<file path="config.mk">
export PLATFORM = sky130hd
export DESIGN_NAME = pc_trace_capture_flat
export DESIGN_NICKNAME = d
export VERILOG_FILES = /design/src/rtl/trace_pkg.sv /design/src/rtl/pc_trace_capture_if.sv /design/src/rtl/trace_fifo.sv /design/src/rtl/pc_trace_capture.sv /design/src/flat_wrapper.sv
export SDC_FILE = /design/constraint.sdc
export NUM_CORES = 1
export LEC_CHECK = 0
export CAP_MARGIN = 10
export CORE_ASPECT_RATIO = 0.6
export CORE_MARGIN = 5
export CORE_UTILIZATION = 40
export CTS_CLUSTER_DIAMETER = 200
export DETAILED_ROUTE_END_ITERATION = 10
export MAX_ROUTING_LAYER = met4
export SYNTH_ARGS = -nofsm -noshare
export SYNTH_HDL_FRONTEND = slang
export SYNTH_SLANG_ARGS = --single-unit
</file>
<file path="constraint.sdc">
create_clock -name clk -period 11.3 [get_ports clk]
set_clock_uncertainty 0.15 [all_clocks]
set_input_delay 2.26 -clock clk [delete_from_list [all_inputs] [get_ports clk]]
set_output_delay 2.26 -clock clk [all_outputs]
set_load 0.005 [all_outputs]
</file>
<file path="src/rtl/trace_pkg.sv">
// rtl/trace_pkg.sv - shared types and constants for the PC trace capture block
// Purpose: capture FSM state encoding, FIFO entry layout and the PC reset value.
// Ports: none (package).
package trace_pkg;

  typedef enum logic [1:0] {
    IDLE,
    ARMED,
    CAPTURE,
    DONE
  } state_t;

  // Entry layout matches traceData: pc in [63:32], alu in [31:0].
  typedef struct packed {
    logic [31:0] pc;
    logic [31:0] alu;
  } trace_entry_t;

  // Impossible as a live PC, so PC 0 right after reset counts as a new instruction.
  localparam logic [31:0] PC_RESET = 32'hFFFF_FFFF;

endpackage

</file>
<file path="src/rtl/pc_trace_capture_if.sv">
// rtl/pc_trace_capture_if.sv - valid/ready stream carrying captured trace entries
// Purpose: bundles the host-side drain stream of the trace capture block.
// Ports (signals): traceData[63:0] {pc, alu} at FIFO head, traceValid head present,
//   traceReady reader accepts head. master = capture block, slave = reader.
interface pc_trace_capture_if;
  logic [63:0] traceData;
  logic        traceValid;
  logic        traceReady;

  modport master (output traceData, output traceValid, input traceReady);
  modport slave  (input traceData, input traceValid, output traceReady);
endinterface

</file>
<file path="src/rtl/trace_fifo.sv">
// rtl/trace_fifo.sv - DEPTH x 64 trace FIFO with pop-and-push-when-full support
// Purpose: stores captured entries; a push into a full FIFO is accepted only if the
//   head is popped in the same cycle, otherwise it is reported as dropped.
// Ports: clk, resetN (async active-low), pushValid/pushData write side,
//   popReady read accept, headData/headValid head of queue, full, pushDropped.
module trace_fifo
  import trace_pkg::*;
#(
  parameter int DEPTH = 16
) (
  input  logic         clk,
  input  logic         resetN,
  input  logic         pushValid,
  input  trace_entry_t pushData,
  input  logic         popReady,
  output trace_entry_t headData,
  output logic         headValid,
  output logic         full,
  output logic         pushDropped
);

  localparam int AW = $clog2(DEPTH);

  // Extra MSB on each pointer separates full from empty when the indices match.
  logic [AW:0]  wrPtr;
  logic [AW:0]  rdPtr;
  trace_entry_t mem [DEPTH];
  logic         empty;
  logic         pop;
  logic         pushAccept;

  assign empty       = (wrPtr == rdPtr);
  assign full        = (wrPtr[AW] != rdPtr[AW]) && (wrPtr[AW-1:0] == rdPtr[AW-1:0]);
  assign pop         = popReady && !empty;
  assign pushAccept  = pushValid && (!full || pop);
  assign pushDropped = pushValid && full && !pop;

  always_ff @(posedge clk or negedge resetN) begin
    if (!resetN) begin
      wrPtr <= '0;
      rdPtr <= '0;
    end else begin
      if (pushAccept) wrPtr <= wrPtr + (AW+1)'(1);
      if (pop)        rdPtr <= rdPtr + (AW+1)'(1);
    end
  end

  // When full, the write slot equals the slot being popped; the old value is read
  // out this cycle and overwritten at the same edge.
  always_ff @(posedge clk) begin
    if (pushAccept) mem[wrPtr[AW-1:0]] <= pushData;
  end

  // Gated by empty so the head reads as zero after reset and after draining.
  assign headValid = !empty;
  assign headData  = empty ? '0 : mem[rdPtr[AW-1:0]];

endmodule

</file>
<file path="src/rtl/pc_trace_capture.sv">
// rtl/pc_trace_capture.sv - armed/triggered PC+ALU trace capture into a drain FIFO
// Purpose: watches the core PC, and once armed and triggered records one {pc, alu}
//   entry per new instruction; never back-pressures the core.
// Ports: clk, resetN (async active-low), programCounter/aluResult core taps,
//   arm pulse, triggerPc, captureLen (0 = unlimited), traceBus stream (master),
//   capturing, done, overflow (sticky), dropCount (saturating).
module pc_trace_capture
  import trace_pkg::*;
#(
  parameter int DEPTH  = 16,
  parameter int LEN_W  = 8,
  parameter int DROP_W = 16
) (
  input  logic                clk,
  input  logic                resetN,
  input  logic [31:0]         programCounter,
  input  logic [31:0]         aluResult,
  input  logic                arm,
  input  logic [31:0]         triggerPc,
  input  logic [LEN_W-1:0]    captureLen,
  pc_trace_capture_if.master  traceBus,
  output logic                capturing,
  output logic                done,
  output logic                overflow,
  output logic [DROP_W-1:0]   dropCount
);

  state_t           state;
  state_t           nextState;
  logic [31:0]      prevPc;
  logic [LEN_W-1:0] capturedCnt;
  logic [LEN_W-1:0] capturedNext;
  logic             newInstr;
  logic             push;
  logic             clearFlags;
  logic             loadCnt;
  logic             incCnt;
  logic             pushDropped;
  logic             fifoFull;
  trace_entry_t     pushData;
  trace_entry_t     headData;

  assign newInstr     = (programCounter != prevPc);
  assign capturedNext = capturedCnt + LEN_W'(1);
  assign pushData     = '{pc: programCounter, alu: aluResult};

  always_ff @(posedge clk or negedge resetN) begin
    if (!resetN) begin
      state  <= IDLE;
      prevPc <= PC_RESET;
    end else begin
      state  <= nextState;
      prevPc <= programCounter;
    end
  end

  always_comb begin
    nextState  = state;
    push       = 1'b0;
    clearFlags = 1'b0;
    loadCnt    = 1'b0;
    incCnt     = 1'b0;
    case (state)
      IDLE: begin
        if (arm) begin
          nextState  = ARMED;
          clearFlags = 1'b1;
        end
      end
      ARMED: begin
        // The trigger instruction itself is the first entry, so a length of 1 ends here.
        if (newInstr && (programCounter == triggerPc)) begin
          push      = 1'b1;
          loadCnt   = 1'b1;
          nextState = (captureLen == LEN_W'(1)) ? DONE : CAPTURE;
        end
      end
      CAPTURE: begin
        if (newInstr) begin
          push   = 1'b1;
          incCnt = 1'b1;
          if ((captureLen != '0) && (capturedNext == captureLen)) nextState = DONE;
        end
      end
      DONE: begin
        if (arm) begin
          nextState  = ARMED;
          clearFlags = 1'b1;
        end
      end
      default: nextState = IDLE;
    endcase
  end

  always_ff @(posedge clk or negedge resetN) begin
    if (!resetN) begin
      capturedCnt <= '0;
      overflow    <= 1'b0;
      dropCount   <= '0;
    end else begin
      if (clearFlags) begin
        capturedCnt <= '0;
        overflow    <= 1'b0;
        dropCount   <= '0;
      end else begin
        if (loadCnt)     capturedCnt <= LEN_W'(1);
        else if (incCnt) capturedCnt <= capturedNext;
        if (pushDropped) begin
          overflow <= 1'b1;
          if (dropCount != '1) dropCount <= dropCount + DROP_W'(1);
        end
      end
    end
  end

  trace_fifo #(.DEPTH(DEPTH)) uFifo (
    .clk        (clk),
    .resetN     (resetN),
    .pushValid  (push),
    .pushData   (pushData),
    .popReady   (traceBus.traceReady),
    .headData   (headData),
    .headValid  (traceBus.traceValid),
    .full       (fifoFull),
    .pushDropped(pushDropped)
  );

  assign traceBus.traceData = headData;
  assign capturing = (state == CAPTURE);
  assign done      = (state == DONE);

endmodule

</file>
<file path="src/flat_wrapper.sv">
// flat-port wrapper written by rule: the top's interface ports become plain ports
module pc_trace_capture_flat import trace_pkg::*;
#(
  parameter int DEPTH  = 16,
  parameter int LEN_W  = 8,
  parameter int DROP_W = 16
)
  (clk, resetN, programCounter, aluResult, arm, triggerPc, captureLen, capturing, done, overflow, dropCount, traceBus_traceData, traceBus_traceValid, traceBus_traceReady);
  pc_trace_capture_if traceBus_i ();
  input  logic clk;
  input  logic resetN;
  input  logic [31:0] programCounter;
  input  logic [31:0] aluResult;
  input  logic arm;
  input  logic [31:0] triggerPc;
  input  logic [LEN_W-1:0] captureLen;
  output logic capturing;
  output logic done;
  output logic overflow;
  output logic [DROP_W-1:0] dropCount;
  output wire logic [$bits(traceBus_i.traceData)-1:0] traceBus_traceData;
  output wire logic [$bits(traceBus_i.traceValid)-1:0] traceBus_traceValid;
  input wire logic [$bits(traceBus_i.traceReady)-1:0] traceBus_traceReady;
  assign traceBus_traceData = traceBus_i.traceData;
  assign traceBus_traceValid = traceBus_i.traceValid;
  assign traceBus_i.traceReady = traceBus_traceReady;
  pc_trace_capture #(.DEPTH(DEPTH), .LEN_W(LEN_W), .DROP_W(DROP_W)) u_core (.clk(clk), .resetN(resetN), .programCounter(programCounter), .aluResult(aluResult), .arm(arm), .triggerPc(triggerPc), .captureLen(captureLen), .traceBus(traceBus_i), .capturing(capturing), .done(done), .overflow(overflow), .dropCount(dropCount));
endmodule
</file>
==> run summary <==
==========================================================================================
# nets final                                                                          2227
Final setup TNS                                                                       0 ns
Largest family of logic cells by synthesized area                             multiplexers
Number of top-level pins                                                               192
Min-Delay Startpoint                                                          u_core.uFifo.rdPtr[4]$_DFFE_PN0P_
Wire length of the first global-routing pass                                        150 mm
Remaining antenna violation count after routing                                          0
Complex-gate fraction of the synthesized area                                       0.615%
Number of buffers and inverters on the critical path                                     3
Number of cells on the worst reg-to-reg path                                             7
Class of the most critical hold timing path                                     reg -> reg
Outcome                                                                       complete, no violations
Multiplexer area fraction after synthesis                                            17.1%
Wire length per cell after detailed routing                                        28.7 um
Reg-to-reg critical path endpoint                                             u_core.uFifo.mem[13][8]$_DFFE_PP_
Top cell family by delay on the critical path                                 buffers and inverters
Via count of the first global-routing pass                                           20800
TritonCTS Sinks                                                                       1093
Antenna violations before repair                                                         7
Dpl hpwl                                                                           59.0 mm
Worst endpoint required time                                                       8.89 ns
Final routed wirelength across all metal layers                                     103 mm
Critical R2R Launch                                                           u_core.uFifo.rdPtr[2]$_DFFE_PN0P_
Post-synthesis area per instance                                                  22.9 um2
Synth Instances                                                                       1856
Max-cap violations                                                                       0
Max Slew Vio Count                                                                       0
Clk Latency, worst-skew pair                                                       0.68 ns
Number of gates resized after CTS                                                        0
Number of synthesized flops with an enable pin                                        1024
Fraction of the cycle the final worst path needs                                     65.1%
Primary FF master, synth                                                      sky130_fd_sc_hd__edfxtp_1
Final hold violations                                                                    0
Critical Path Sink Type                                                         output pin
Maximum number of pins on one net before global-route repair                           156
IR Drop Worst-Case VDD                                                            0.246 mV
Number of buffers added by the clock tree synthesis step                                99
Slew margin rel.                                                                     26.4%
Clock edge transition at the registers on the reported setup and hold paths        0.07 ns
Fraction of synthesis flops using an asynchronous set or reset pin                   6.31%
Core area                                                                        0.105 mm2
Sequential-to-total area share from yosys stat                                       76.4%
Height of the chip                                                                  263 um
Critical path fanouts, max                                                              92
Adder and majority cell fraction of the synthesized area                            0.294%
Cell area power density                                                         223 mW/mm2
Synthesized net count                                                                 1974
Static power due to leakage                                                        15.5 nW
Number of warnings reported in the yosys synthesis log                                   0
Dpl ws                                                                             3.68 ns
Proportion of layout cells with a drive suffix above 1                               26.3%
Maximum level of the CTS H-tree                                                          3
Initial Util                                                                         40.4%
Mean number of vias per cell                                                          5.52
Arrival time reported for the critical path endpoint                               4.95 ns
Detailed router's first-iteration violation count                                     2053
Number of iterations in the first detailed-routing pass                                  5
Post-synth design cell area                                                     0.0425 mm2
End point of the worst hold path                                              u_core.uFifo.rdPtr[4]$_DFFE_PN0P_
Global placement routability congestion                                              0.808
Final period demand of the worst path                                              7.36 ns
CP max stage delay                                                                 1.05 ns
TritonCTS clock tree                                                                  done
Hold-critical path depth                                                                 1
Number of buffers on the longest clock path                                              3
GRT Total Usage                                                                      18.8%
Share of the synthesized netlist area taken by xor and xnor gates                    1.98%
# DRC                                                                                    0
Register-to-register path setup slack                                              6.86 ns
Fraction of the mapped netlist area in simple logic gates                            2.63%
Total Die Area                                                                   0.113 mm2
Highest clock frequency the design can meet                                      0.136 GHz
Post-CTS Setup Bufs                                                                      0
Final setup fails                                                                        0
Area growth, synth to finish                                                         16.9%
RSZ-0062 raised after global routing                                                 false
Placement row count                                                                     92
Most Frequent Cell on Critical Path                                           sky130_fd_sc_hd__mux4_2
Die extent in x                                                                     431 um
WS Path Type                                                                    reg -> out
Least setup slack across all paths after layout                                    3.94 ns
Startpoint Class                                                                  register
Total grt overflow                                                                       0
Via count of the routed design                                                       19900
Post-synthesis sequential element count                                               1093
Chain of cells forming the critical path                                      buf_4 > buf_12 > mux4_2 > mux4_2 > nor2b_1 > clkdlybuf4s50_1
Library cells used by synthesis                                                         45
Crit path max-delay cell type                                                 sky130_fd_sc_hd__dfrtp_4
Number of buffer cells added on primary ports                                          191
Util after Layout                                                                    47.2%
Least-Margin Pin Slew                                                              1.10 ns
Hold Buf Count CTS                                                                       0
Root buffer selected by CTS                                                   sky130_fd_sc_hd__clkbuf_16
==========================================================================================
## how the worst max path moves through the flow
stage                                            startpoint                                  to  cells past startpoint
after floorplan                           programCounter[7]    u_core.uFifo.mem[3][0]$_DFFE_PP_                      8
after global routing      u_core.uFifo.rdPtr[0]$_DFFE_PN0P_              traceBus_traceData[22]                      6
after CTS                 u_core.uFifo.rdPtr[0]$_DFFE_PN0P_              traceBus_traceData[22]                      6
final                     u_core.uFifo.rdPtr[0]$_DFFE_PN0P_              traceBus_traceData[22]                      6
after detailed placement                 programCounter[26]  u_core.uFifo.mem[13][18]$_DFFE_PP_                     10
after global placement                   programCounter[26]  u_core.uFifo.mem[14][16]$_DFFE_PP_                     10
## per-layer routing
metal,vias up,global-route usage [%],share of wire [%]
li1,8301,-,-
met1,10800,26.9,45
met2,639,27.6,46
met3,141,3.87,5.9
met4,0,5.34,2.9
met5,-,-,0
## Yosys cell counts (3+ instances only)
| master | n | share of area [%] |
|---|---|---|
| sky130_fd_sc_hd__nand2_1 | 22 | 0.19 |
| sky130_fd_sc_hd__edfxtp_1 | 1024 | 72 |
| sky130_fd_sc_hd__nor2_1 | 23 | 0.20 |
| sky130_fd_sc_hd__mux4_2 | 320 | 17 |
| sky130_fd_sc_hd__xnor2_1 | 81 | 1.7 |
| sky130_fd_sc_hd__a21oi_1 | 13 | 0.15 |
| sky130_fd_sc_hd__dfstp_2 | 32 | 2.0 |
| sky130_fd_sc_hd__nor3_1 | 6 | 0.071 |
| sky130_fd_sc_hd__buf_1 | 3 | 0.026 |
| sky130_fd_sc_hd__mux2i_1 | 3 | 0.071 |
| sky130_fd_sc_hd__xor2_1 | 15 | 0.31 |
| sky130_fd_sc_hd__nand2b_1 | 5 | 0.074 |
| sky130_fd_sc_hd__or4_1 | 6 | 0.11 |
| sky130_fd_sc_hd__o31ai_1 | 6 | 0.11 |
| sky130_fd_sc_hd__ha_1 | 10 | 0.29 |
| sky130_fd_sc_hd__or3_1 | 8 | 0.12 |
| sky130_fd_sc_hd__nand3_1 | 16 | 0.19 |
| sky130_fd_sc_hd__and3_1 | 7 | 0.10 |
| sky130_fd_sc_hd__and2_1 | 3 | 0.044 |
| sky130_fd_sc_hd__buf_2 | 28 | 0.33 |
| sky130_fd_sc_hd__dfrtp_1 | 37 | 2.2 |
| sky130_fd_sc_hd__nor4_1 | 6 | 0.088 |
| sky130_fd_sc_hd__clkbuf_1 | 53 | 0.47 |
| sky130_fd_sc_hd__nand4_1 | 25 | 0.37 |
| sky130_fd_sc_hd__o21ai_0 | 10 | 0.12 |
| sky130_fd_sc_hd__inv_1 | 8 | 0.071 |
| sky130_fd_sc_hd__nor2b_1 | 66 | 0.97 |
## report_power, final
group          internal (mW)  switching, mW  leakage (nW)
Clock                   1.96           1.45          1.62
Combinational           1.74           1.29          3.85
Sequential              4.45          0.180          10.0
## cells by family (layout without fill, tap and decap cells)
family                   count (synthesis)  count (layout)
flip-flops                            1093            1093
multiplexers                           325             325
AND/OR/NAND/NOR                        197             197
XOR/XNOR                                96              96
buffers and inverters                   95             430
AO/OA/AOI/OAI                           40              40
adder cells (fa/ha/maj)                 10              10
other                                    0               5
## sequential cells by signal (all words and copies together), names as in the netlist
signal,cells
u_core.capturedCnt,8
u_core.dropCount,16
u_core.uFifo.wrPtr,5
u_core.uFifo.mem,1024
u_core.overflow,1
u_core.state,2
u_core.prevPc,32
u_core.uFifo.rdPtr,5
## layout make-up
type,instances,area [um2]
Fill cell,8533,55600
Sequential cell,1093,32500
Multi-Input combinational cell,668,9720
Clock buffer,128,2740
Timing Repair Buffer,239,2370
Tap cell,1410,1760
Clock inverter,55,546
Inverter,8,31.3
Antenna cell,5,12.5
## worst register-to-register path, stage by stage (launching register included)
cell	delay [ns]
sky130_fd_sc_hd__dfrtp_4	1.08
sky130_fd_sc_hd__xnor2_1	0.17
sky130_fd_sc_hd__nand4_1	0.18
sky130_fd_sc_hd__or3_1	0.43
sky130_fd_sc_hd__nand3_1	0.41
sky130_fd_sc_hd__nor2_4	0.55
sky130_fd_sc_hd__buf_4	0.44
sky130_fd_sc_hd__buf_4	0.64
## metrics by stage
stage / hold WS [ns] / total power [mW] / instance area, um2 / std cells
2_1_floorplan: 0.316 / 6.52 / 42500 / 1856
3_3_place_gp: 0.339 / 7.81 / 46300 / 3414
3_5_place_dp: 0.340 / 7.83 / 46300 / 3414
4_1_cts: 0.355 / 11.2 / 49600 / 3597
5_1_grt: 0.395 / 11.6 / 49700 / 3606
6_report: 0.357 / 11.1 / 49700 / 3606
## layout by cell type, fill, tap and decap left out, types with 17 or more instances in the layout
master	netlist	routed
sky130_fd_sc_hd__nor2b_1	66	65
sky130_fd_sc_hd__xnor2_1	81	81
sky130_fd_sc_hd__nand2_1	22	22
sky130_fd_sc_hd__mux4_2	320	320
sky130_fd_sc_hd__nand4_1	25	25
sky130_fd_sc_hd__dfstp_2	32	32
sky130_fd_sc_hd__clkinv_2	0	23
sky130_fd_sc_hd__clkdlybuf4s50_1	0	190
sky130_fd_sc_hd__buf_4	1	43
sky130_fd_sc_hd__edfxtp_1	1024	1024
sky130_fd_sc_hd__clkbuf_16	0	103
sky130_fd_sc_hd__clkbuf_1	53	18
sky130_fd_sc_hd__clkinv_1	0	17
sky130_fd_sc_hd__dfrtp_1	37	33
Power figures use the tool's default switching activity.
